### config.mk
export PLATFORM = sky130hd
export DESIGN_NAME = intersection_sequencer
export DESIGN_NICKNAME = d
export VERILOG_FILES = /design/src/rtl/tl_pkg.sv /design/src/rtl/sec_tick.sv /design/src/rtl/intersection_sequencer.sv
export SDC_FILE = /design/constraint.sdc
export NUM_CORES = 1
export LEC_CHECK = 0
export CAP_MARGIN = 20
export CORE_MARGIN = 4
export CORE_UTILIZATION = 39
export DETAILED_ROUTE_END_ITERATION = 6
export PLACE_DENSITY = 0.64
export SLEW_MARGIN = 5
export SYNTH_ARGS = -nofsm -noshare
export SYNTH_HDL_FRONTEND = slang
export SYNTH_SLANG_ARGS = --single-unit
### constraint.sdc
create_clock -name sys_clk -period 4.15 [get_ports sys_clk]
set_clock_uncertainty 0.15 [all_clocks]
set_input_delay 0.415 -clock sys_clk [delete_from_list [all_inputs] [get_ports sys_clk]]
set_output_delay 0.415 -clock sys_clk [all_outputs]
set_load 0.02 [all_outputs]
### src/rtl/tl_pkg.sv
// Shared LED encodings and phase codes for the intersection sequencer.
package tl_pkg;

    localparam logic [2:0] LED_GRN = 3'b110;
    localparam logic [2:0] LED_RED = 3'b101;
    localparam logic [2:0] LED_AMB = 3'b011;
    localparam logic [2:0] LED_OFF = 3'b111;

    typedef enum logic [2:0] {
        ALLRED_B = 3'd0,
        MAIN_GO  = 3'd1,
        MAIN_AMB = 3'd2,
        ALLRED_A = 3'd3,
        SIDE_GO  = 3'd4,
        SIDE_AMB = 3'd5,
        PED_WALK = 3'd6
    } state_t;

endpackage

### src/rtl/sec_tick.sv
// Divides sys_clk down to a one-cycle strobe per second.
module sec_tick #(
    parameter int TICK_DIV = 24000000
) (
    input  logic sys_clk,
    input  logic sys_rst_n,
    input  logic clr,
    output logic tick
);

    localparam int W = (TICK_DIV > 1) ? $clog2(TICK_DIV) : 1;
    localparam logic [W-1:0] LAST = W'(TICK_DIV - 1);

    logic [W-1:0] div;

    assign tick = (div == LAST);

    always_ff @(posedge sys_clk or negedge sys_rst_n) begin
        if (!sys_rst_n) begin
            div <= '0;
        end else if (clr || tick) begin
            div <= '0;
        end else begin
            div <= div + 1'b1;
        end
    end

endmodule

### src/rtl/intersection_sequencer.sv
// Main/side/pedestrian phase sequencer with request arbitration
// and registered active-low LED head outputs.
module intersection_sequencer
    import tl_pkg::*;
#(
    parameter int TICK_DIV = 24000000,
    parameter int MAIN_MIN = 10,
    parameter int SIDE_GRN = 5,
    parameter int AMBER_T  = 3,
    parameter int ALLRED_T = 1,
    parameter int WALK_T   = 5
) (
    input  logic       sys_clk,
    input  logic       sys_rst_n,
    input  logic       side_req,
    input  logic       ped_req,
    output logic [2:0] main_led,
    output logic [2:0] side_led,
    output logic       ped_walk,
    output logic [2:0] phase
);

    localparam logic [7:0] MAIN_LIM = 8'(MAIN_MIN - 1);
    localparam logic [7:0] SIDE_LIM = 8'(SIDE_GRN - 1);
    localparam logic [7:0] AMB_LIM  = 8'(AMBER_T - 1);
    localparam logic [7:0] ARED_LIM = 8'(ALLRED_T - 1);
    localparam logic [7:0] WALK_LIM = 8'(WALK_T - 1);

    state_t     state;
    state_t     nx;
    logic       enter;
    logic       tick;
    logic [7:0] secs;
    logic       side_s1, side_s2;
    logic       ped_s1, ped_s2, ped_q;
    logic       side_pend, ped_pend, from_side;
    logic [2:0] main_nx, side_nx;
    logic       walk_nx;

    assign enter = (nx != state);

    sec_tick #(
        .TICK_DIV (TICK_DIV)
    ) u_tick (
        .sys_clk   (sys_clk),
        .sys_rst_n (sys_rst_n),
        .clr       (enter),
        .tick      (tick)
    );

    always_ff @(posedge sys_clk or negedge sys_rst_n) begin
        if (!sys_rst_n) begin
            side_s1 <= 1'b0;
            side_s2 <= 1'b0;
            ped_s1  <= 1'b0;
            ped_s2  <= 1'b0;
            ped_q   <= 1'b0;
        end else begin
            side_s1 <= side_req;
            side_s2 <= side_s1;
            ped_s1  <= ped_req;
            ped_s2  <= ped_s1;
            ped_q   <= ped_s2;
        end
    end

    // Seconds elapsed in the current phase; saturates rather than wraps.
    always_ff @(posedge sys_clk or negedge sys_rst_n) begin
        if (!sys_rst_n) begin
            secs <= '0;
        end else if (enter) begin
            secs <= '0;
        end else if (tick && secs != 8'hFF) begin
            secs <= secs + 8'd1;
        end
    end

    always_comb begin
        nx = state;
        case (state)
            ALLRED_B: if (tick && secs == ARED_LIM)
                nx = (from_side && ped_pend) ? PED_WALK : MAIN_GO;
            MAIN_GO: if (tick && secs >= MAIN_LIM && (side_pend || ped_pend))
                nx = MAIN_AMB;
            MAIN_AMB: if (tick && secs == AMB_LIM)
                nx = ALLRED_A;
            ALLRED_A: if (tick && secs == ARED_LIM)
                nx = side_pend ? SIDE_GO : PED_WALK;
            SIDE_GO: if (tick && secs == SIDE_LIM)
                nx = SIDE_AMB;
            SIDE_AMB: if (tick && secs == AMB_LIM)
                nx = ALLRED_B;
            PED_WALK: if (tick && secs == WALK_LIM)
                nx = ALLRED_B;
            default: nx = ALLRED_B;
        endcase
    end

    // Outputs are decoded from the next state so they register with it.
    always_comb begin
        main_nx = LED_RED;
        side_nx = LED_RED;
        walk_nx = 1'b0;
        case (nx)
            ALLRED_B, ALLRED_A: ;
            MAIN_GO:  main_nx = LED_GRN;
            MAIN_AMB: main_nx = LED_AMB;
            SIDE_GO:  side_nx = LED_GRN;
            SIDE_AMB: side_nx = LED_AMB;
            PED_WALK: walk_nx = 1'b1;
            default: begin
                main_nx = LED_OFF;
                side_nx = LED_OFF;
            end
        endcase
    end

    always_ff @(posedge sys_clk or negedge sys_rst_n) begin
        if (!sys_rst_n) begin
            state    <= ALLRED_B;
            main_led <= LED_RED;
            side_led <= LED_RED;
            ped_walk <= 1'b0;
            phase    <= 3'd0;
        end else begin
            state    <= nx;
            main_led <= main_nx;
            side_led <= side_nx;
            ped_walk <= walk_nx;
            phase    <= nx;
        end
    end

    // A clear on entry into the serving phase wins over a same-cycle set.
    always_ff @(posedge sys_clk or negedge sys_rst_n) begin
        if (!sys_rst_n) begin
            side_pend <= 1'b0;
            ped_pend  <= 1'b0;
            from_side <= 1'b0;
        end else begin
            if (enter && nx == SIDE_GO) side_pend <= 1'b0;
            else if (side_s2)           side_pend <= 1'b1;
            if (enter && nx == PED_WALK)  ped_pend <= 1'b0;
            else if (ped_s2 && !ped_q)    ped_pend <= 1'b1;
            if (enter) begin
                if (state == SIDE_AMB)
                    from_side <= 1'b1;
                else if (state == PED_WALK || nx == MAIN_GO)
                    from_side <= 1'b0;
            end
        end
    end

endmodule
==> flow_summary.rst, run 1 <==
.. list-table::
   :header-rows: 1

   * - Metric
     - Value
   * - Cells after synthesis
     - 277
   * - Half-perimeter wire length of the detailed placement result
     - 3510 um
   * - Antenna violation net count after detailed routing
     - 0
   * - Total of endpoints with negative setup slack in the final report
     - 0
   * - Total routing usage reported by global routing
     - 0.134
   * - Clock Tree Root
     - clkbuf_8
   * - Antenna diode instance count
     - 0
   * - Utilization after layout
     - 0.444
   * - Area of the die
     - 8300 um^2
   * - Largest fanout of any net on the critical path
     - 24
   * - Instance count after placement with tap cells included
     - 357
   * - Pin count of the biggest net entering global routing
     - 52
   * - Power share of the clock group
     - 0.444
   * - Die W
     - 91.1 um
   * - Final worst path period share
     - 0.681
   * - Max capacitance violation total
     - 0
   * - Synth Register Bits
     - 51
   * - Routability Congestion
     - 0.830
   * - Core area
     - 6760 um^2
   * - Num CTS Buffers
     - 5
   * - Die height
     - 91.1 um
   * - Setup TNS after final layout
     - 0 ns
   * - Via count of the first global-routing pass
     - 1811
   * - Crit path buf inv count
     - 0
   * - Residual overflow from global routing
     - 0
   * - Proportion of synthesized flip-flops having asynchronous set or reset
     - 1.00
   * - Fraction of final layout cells sized beyond drive strength 1
     - 0.0842
   * - Net count after synthesis
     - 287
   * - Final-layout fill cell count
     - 633
   * - Top_reg_cell synth
     - dfrtp_1
   * - Pins over their slew limit
     - 0
   * - Effective utilization at floorplan
     - 0.399
   * - Final standard cell count with taps included and fillers excluded
     - 365
   * - Initial DRT Pass Iterations
     - 4
   * - VDD IR max
     - 0.118 mV
   * - Cell at the slowest stage of the critical path
     - nand3b_1
   * - Top-Level Pins
     - 14
   * - Wire length of the first global-routing pass
     - 9010 um
   * - Sequential share of power
     - 0.543
   * - H-tree lvl count
     - 2
   * - Synth-to-Final Area Change
     - 11.2%
   * - Most used cells in the layout excluding fill and tap cells
     - dfrtp_1 (47), nor2_1 (41), xor2_1 (22)
   * - Detailed Route Iter0 Violations
     - 183
   * - Post-cts gate resize count
     - 0
   * - Biggest area contributors in the synthesized netlist
     - dfrtp_1 (44%), xor2_1 (7.1%), nor2_1 (5.7%)
   * - Net switching share of the total power
     - 0.193
   * - Warning count from the yosys run
     - 0
   * - CTS tree
     - yes
   * - Slew headroom
     - 0.380
   * - Worst-Skew Late Latency
     - 0.31 ns
   * - Mean Syn Cell Area
     - 9.73 um^2
   * - Most common cell after layout, fill and taps aside
     - dfrtp_1
   * - Fin area
     - 3000 um^2
   * - Port bufs
     - 13
   * - Fin nets
     - 294
   * - DRC Markers
     - 0
   * - Kind of start point of the critical path
     - register
   * - Mapped cell area
     - 2700 um^2
   * - Clock slew at reported path FFs
     - 0.10 ns
   * - Share of Yosys cell area claimed by the top area cell type
     - 0.436
   * - Result of the run
     - finished clean
   * - Final Hold Fails
     - 0
   * - Minimum clock period after layout
     - 2.83 ns
   * - Total of hold buffers inserted after clock tree synthesis
     - 0
   * - CP max stage delay
     - 0.66 ns
   * - Via count
     - 1978
   * - Switching component of the power
     - 178 uW
   * - Setup repair after global routing missed its margin
     - false
   * - Final Total Pwr
     - 920 uW
   * - Post-placement cell area
     - 2870 um^2
   * - Class of the most critical setup path
     - register to register
   * - Total Wirelength
     - 5280 um
   * - Internal power
     - 743 uW
   * - Total power per unit cell area
     - 307 nW/um^2
   * - Clock Sinks
     - 51
   * - Count of different cell masters after synthesis
     - 49
   * - Post-synth EDFFs
     - 0
   * - Cell family contributing the most delay on the critical path
     - simple AND/OR/NAND/NOR gates
   * - Required time of the worst setup path
     - 4.22 ns
   * - WP data arrival
     - 2.90 ns
   * - Vias per std cell
     - 5.42
   * - Postcts setup bufs
     - 0
   * - Worst setup slack after placement
     - 1.30 ns
   * - Static power due to leakage
     - 1.32 nW
   * - Part of the power in combinational logic
     - 0.013
   * - Antenna violations before repair
     - 0
   * - Ordered cell list for the critical path
     - nor4_1 > o22a_1 > o21ai_0 > o21ai_1 > nand3b_1 > nor2_1
   * - Measured slew at the worst slew-check pin
     - 0.927 ns
   * - Routed wirelength normalized by instance count
     - 14.5 um
   * - Highest achievable clock rate
     - 354 MHz
   * - Fraction of the yosys area taken by sequential cells
     - 0.475
   * - Worst-case clock buffer depth
     - 2
   * - Final worst-path setup slack
     - 1.32 ns
   * - Top cell type by total area after synthesis
     - dfrtp_1
   * - Category of the worst setup path capture point
     - register
   * - Path category of the worst min-delay check
     - input pin to async pin
   * - FP Rows
     - 30
   * - Smallest hold slack
     - 0.0358 ns
==> layout make-up <==
| type | count | area (um^2) | area share |
|---|---|---|---|
| clock inverter | 2 | 60.1 | 0.0200 |
| multi-input combinational | 201 | 1310 | 0.437 |
| inverter | 11 | 41.3 | 0.0138 |
| tap | 80 | 100 | 0.0334 |
| sequential | 51 | 1280 | 0.427 |
| timing repair buffer | 14 | 133 | 0.0442 |
| clock buffer | 6 | 72.6 | 0.0242 |
==> sequential cells by signal, summed over array words and instances, names as in the netlist, 3 cells and up <==
name        cells
u_tick.div     25
side_led        3
secs            8
state           3
main_led        3
==> power by group through the flow <==
stage                     Clock, mW  Sequential (mW)  Combinational [mW]
after floorplan                   0            0.510            0.000182
after global placement            0            0.510              0.0130
after detailed placement          0            0.510              0.0133
after CTS                     0.418            0.500              0.0133
after global routing          0.444            0.500              0.0145
final                         0.408            0.500              0.0121
==> synth_stat cells, drive strengths merged, types with 3 or more instances <==
master	n
dfrtp	47
ha	6
nor2	42
nand2	20
and3	11
o21ai	7
dfstp	4
nor4	5
clkbuf	11
or4bb	4
nand3	15
nand4	12
nor3	3
buf	3
and4	4
a21oi	6
xor2	22
a31oi	5
nand2b	4
or4b	3
xnor2	8
inv	11
==> final timing paths <==
kind / from / to / slack, ns / depth (start not counted)
hold / removal: sys_rst_n / secs[7] / 0.04 / 2
setup / recovery: secs[4] / u_tick.div[24] / 1.32 / 6
setup reg to reg: secs[4] / u_tick.div[24] / 1.32 / 6
hold reg to reg: side_s1 / side_s2 / 0.21 / 0
min in group sys_clk: side_s1 / side_s2 / 0.21 / 0
max in group asynchronous: sys_rst_n / secs[1] / 3.38 / 2
==> logic make-up after synthesis <==
family,after synthesis,synth area share
mux,1,0.00371
simple gates,136,0.290
xor+xnor,30,0.0975
compound gates,28,0.0669
buf+inv,25,0.0385
fa+ha+maj,6,0.0279
flops,51,0.475
==> metal layers <==
| layer | global-route usage | part of all wire | vias up |
|---|---|---|---|
| met5 | 0 | 0 | - |
| met4 | 0.0339 | 0.012 | 0 |
| met3 | 0.0406 | 0.048 | 11 |
| met2 | 0.208 | 0.47 | 59 |
| met1 | 0.182 | 0.47 | 934 |
| li1 | - | - | 974 |
Power figures use the tool's default switching activity.
==> inputs of run 2 (changes only) <==
--- a/config.mk
+++ b/config.mk
@@ -9,7 +9,7 @@
 export CORE_MARGIN = 4
 export CORE_UTILIZATION = 39
 export DETAILED_ROUTE_END_ITERATION = 6
-export PLACE_DENSITY = 0.64
+export PLACE_DENSITY = 0.66
 export SLEW_MARGIN = 5
 export SYNTH_ARGS = -nofsm -noshare
 export SYNTH_HDL_FRONTEND = slang
==> constraint.sdc (replaced) <==
create_clock -name sys_clk -period 2.5 [get_ports sys_clk]
set_clock_uncertainty 0.15 [all_clocks]
set_input_delay 0.25 -clock sys_clk [delete_from_list [all_inputs] [get_ports sys_clk]]
set_output_delay 0.25 -clock sys_clk [all_outputs]
set_load 0.02 [all_outputs]
==> flow_summary.rst, run 2 (same netlist as run 1, synthesis figures left out) <==
.. list-table::
   :header-rows: 1

   * - Metric
     - Value
   * - Residual overflow from global routing
     - 0
   * - Pins over their slew limit
     - 0
   * - Num CTS Buffers
     - 5
   * - Top-Level Pins
     - 14
   * - Half-perimeter wire length of the detailed placement result
     - 4050 um
   * - Most common cell after layout, fill and taps aside
     - dfrtp_1
   * - Final worst path period share
     - 0.990
   * - Final worst-path setup slack
     - 0.0259 ns
   * - Max capacitance violation total
     - 0
   * - Pin count of the biggest net entering global routing
     - 52
   * - Routed wirelength normalized by instance count
     - 14.7 um
   * - Clock Tree Root
     - clkbuf_8
   * - Category of the worst setup path capture point
     - register
   * - Static power due to leakage
     - 1.54 nW
   * - Measured slew at the worst slew-check pin
     - 0.638 ns
   * - DRC Markers
     - 0
   * - Kind of start point of the critical path
     - register
   * - Worst setup slack after placement
     - -0.0638 ns
   * - Setup TNS after final layout
     - 0 ns
   * - Routability Congestion
     - 0.894
   * - Biggest registers after layout
     - u_tick.div: 25 flops, secs: 8 flops
   * - Largest fanout of any net on the critical path
     - 4
   * - Number of flip-flops under the largest register name
     - 25
   * - Die W
     - 91.1 um
   * - Antenna violations before repair
     - 0
   * - Effective utilization at floorplan
     - 0.399
   * - Total of endpoints with negative setup slack in the final report
     - 0
   * - Register containing the most flip-flops in the final layout
     - u_tick.div
   * - Clock Sinks
     - 51
   * - Antenna violation net count after detailed routing
     - 0
   * - Minimum clock period after layout
     - 2.47 ns
   * - Antenna diode instance count
     - 0
   * - Slew headroom
     - 0.575
   * - Instance count after placement with tap cells included
     - 387
   * - FP Rows
     - 30
   * - VDD IR max
     - 0.215 mV
   * - Fraction of final layout cells sized beyond drive strength 1
     - 0.226
   * - Setup repair after global routing missed its margin
     - true
   * - Fin nets
     - 332
   * - Total power per unit cell area
     - 407 nW/um^2
   * - Port bufs
     - 13
   * - Wire length of the first global-routing pass
     - 9930 um
   * - Final-layout fill cell count
     - 622
   * - Worst-Skew Late Latency
     - 0.32 ns
   * - Via count
     - 2162
   * - Post-placement cell area
     - 3100 um^2
   * - Required time of the worst setup path
     - 2.60 ns
   * - Utilization after layout
     - 0.500
   * - Highest achievable clock rate
     - 404 MHz
   * - Area of the die
     - 8300 um^2
   * - WP data arrival
     - 2.57 ns
   * - Clock slew at reported path FFs
     - 0.10 ns
   * - Final standard cell count with taps included and fillers excluded
     - 403
   * - Synth-to-Final Area Change
     - 25.3%
   * - Initial DRT Pass Iterations
     - 4
   * - Final Hold Fails
     - 0
   * - Vias per std cell
     - 5.36
   * - Core area
     - 6760 um^2
   * - Result of the run
     - finished clean
   * - Die height
     - 91.1 um
   * - Detailed Route Iter0 Violations
     - 117
   * - Total Wirelength
     - 5920 um
   * - Path category of the worst min-delay check
     - register to register
   * - Worst reg2reg setup slack
     - 0.03 ns
   * - Class of the most critical setup path
     - register to register
   * - CTS tree
     - yes
   * - H-tree lvl count
     - 2
   * - Most used cells in the layout excluding fill and tap cells
     - dfrtp_1 (47), nor2_1 (40), buf_4 (34)
   * - Worst-case clock buffer depth
     - 2
   * - Total routing usage reported by global routing
     - 0.149
   * - Fin area
     - 3380 um^2
   * - Via count of the first global-routing pass
     - 2056
## run 2: per-layer routing
metal,global-route usage,vias to the layer above,wire length [um]
met4,0.0666,0,107
met1,0.204,1042,2830
met5,0,-,0
met2,0.227,47,2780
met3,0.0290,10,194
li1,-,1063,-
## run 2: path summary, 6_finish.rpt
| check | startpoint | end | cells past startpoint |
|---|---|---|---|
| max | u_tick.div[9] | main_led[1] | 6 |
| min | ped_s1 | ped_s2 | 0 |
| max reg2reg | u_tick.div[9] | main_led[1] | 6 |
| min reg2reg | ped_s1 | ped_s2 | 0 |
| max in group asynchronous | sys_rst_n | state[2] | 3 |
| min in group asynchronous | sys_rst_n | secs[3] | 3 |
## run 2: area by class of cell
cell class | instances | area (um^2) | area share
multi-input combinational | 201 | 1380 | 0.410
sequential | 51 | 1280 | 0.379
timing repair buffer | 52 | 472 | 0.140
tap | 80 | 100 | 0.0296
clock buffer | 6 | 82.6 | 0.0245
inverter | 11 | 41.3 | 0.0122
clock inverter | 2 | 16.3 | 0.00482
## run 2: critical path, cell delays in order (launching register included)
cell and delay (ns):
dfrtp_1 0.40, or4b_4 0.56, nor4_4 0.37, o2111ai_2 0.20
and3_4 0.22, or3_1 0.38, a21oi_2 0.12
## run 2: power by group
part	internal (mW)	switching, mW
sequential	0.829	0.00126
clock	0.227	0.295
combinational	0.00539	0.0160
## run 2: timing repair
action                                  CTS  global route
pin swaps                                 2             6
buffers inserted                          0             5
gates resized for setup                   5            11
hold buffers                              1             0
endpoints found under the setup margin    2            42
gates cloned                              0             2
endpoints found under the hold margin    47             0
## run 2: through the flow
step,hold slack (ns),power (mW)
CTS,0.210,1.39
detailed placement,0.188,0.868
global route,0.205,1.42
floorplan,-0.196,0.846
finish,0.209,1.37
global placement,0.184,0.867
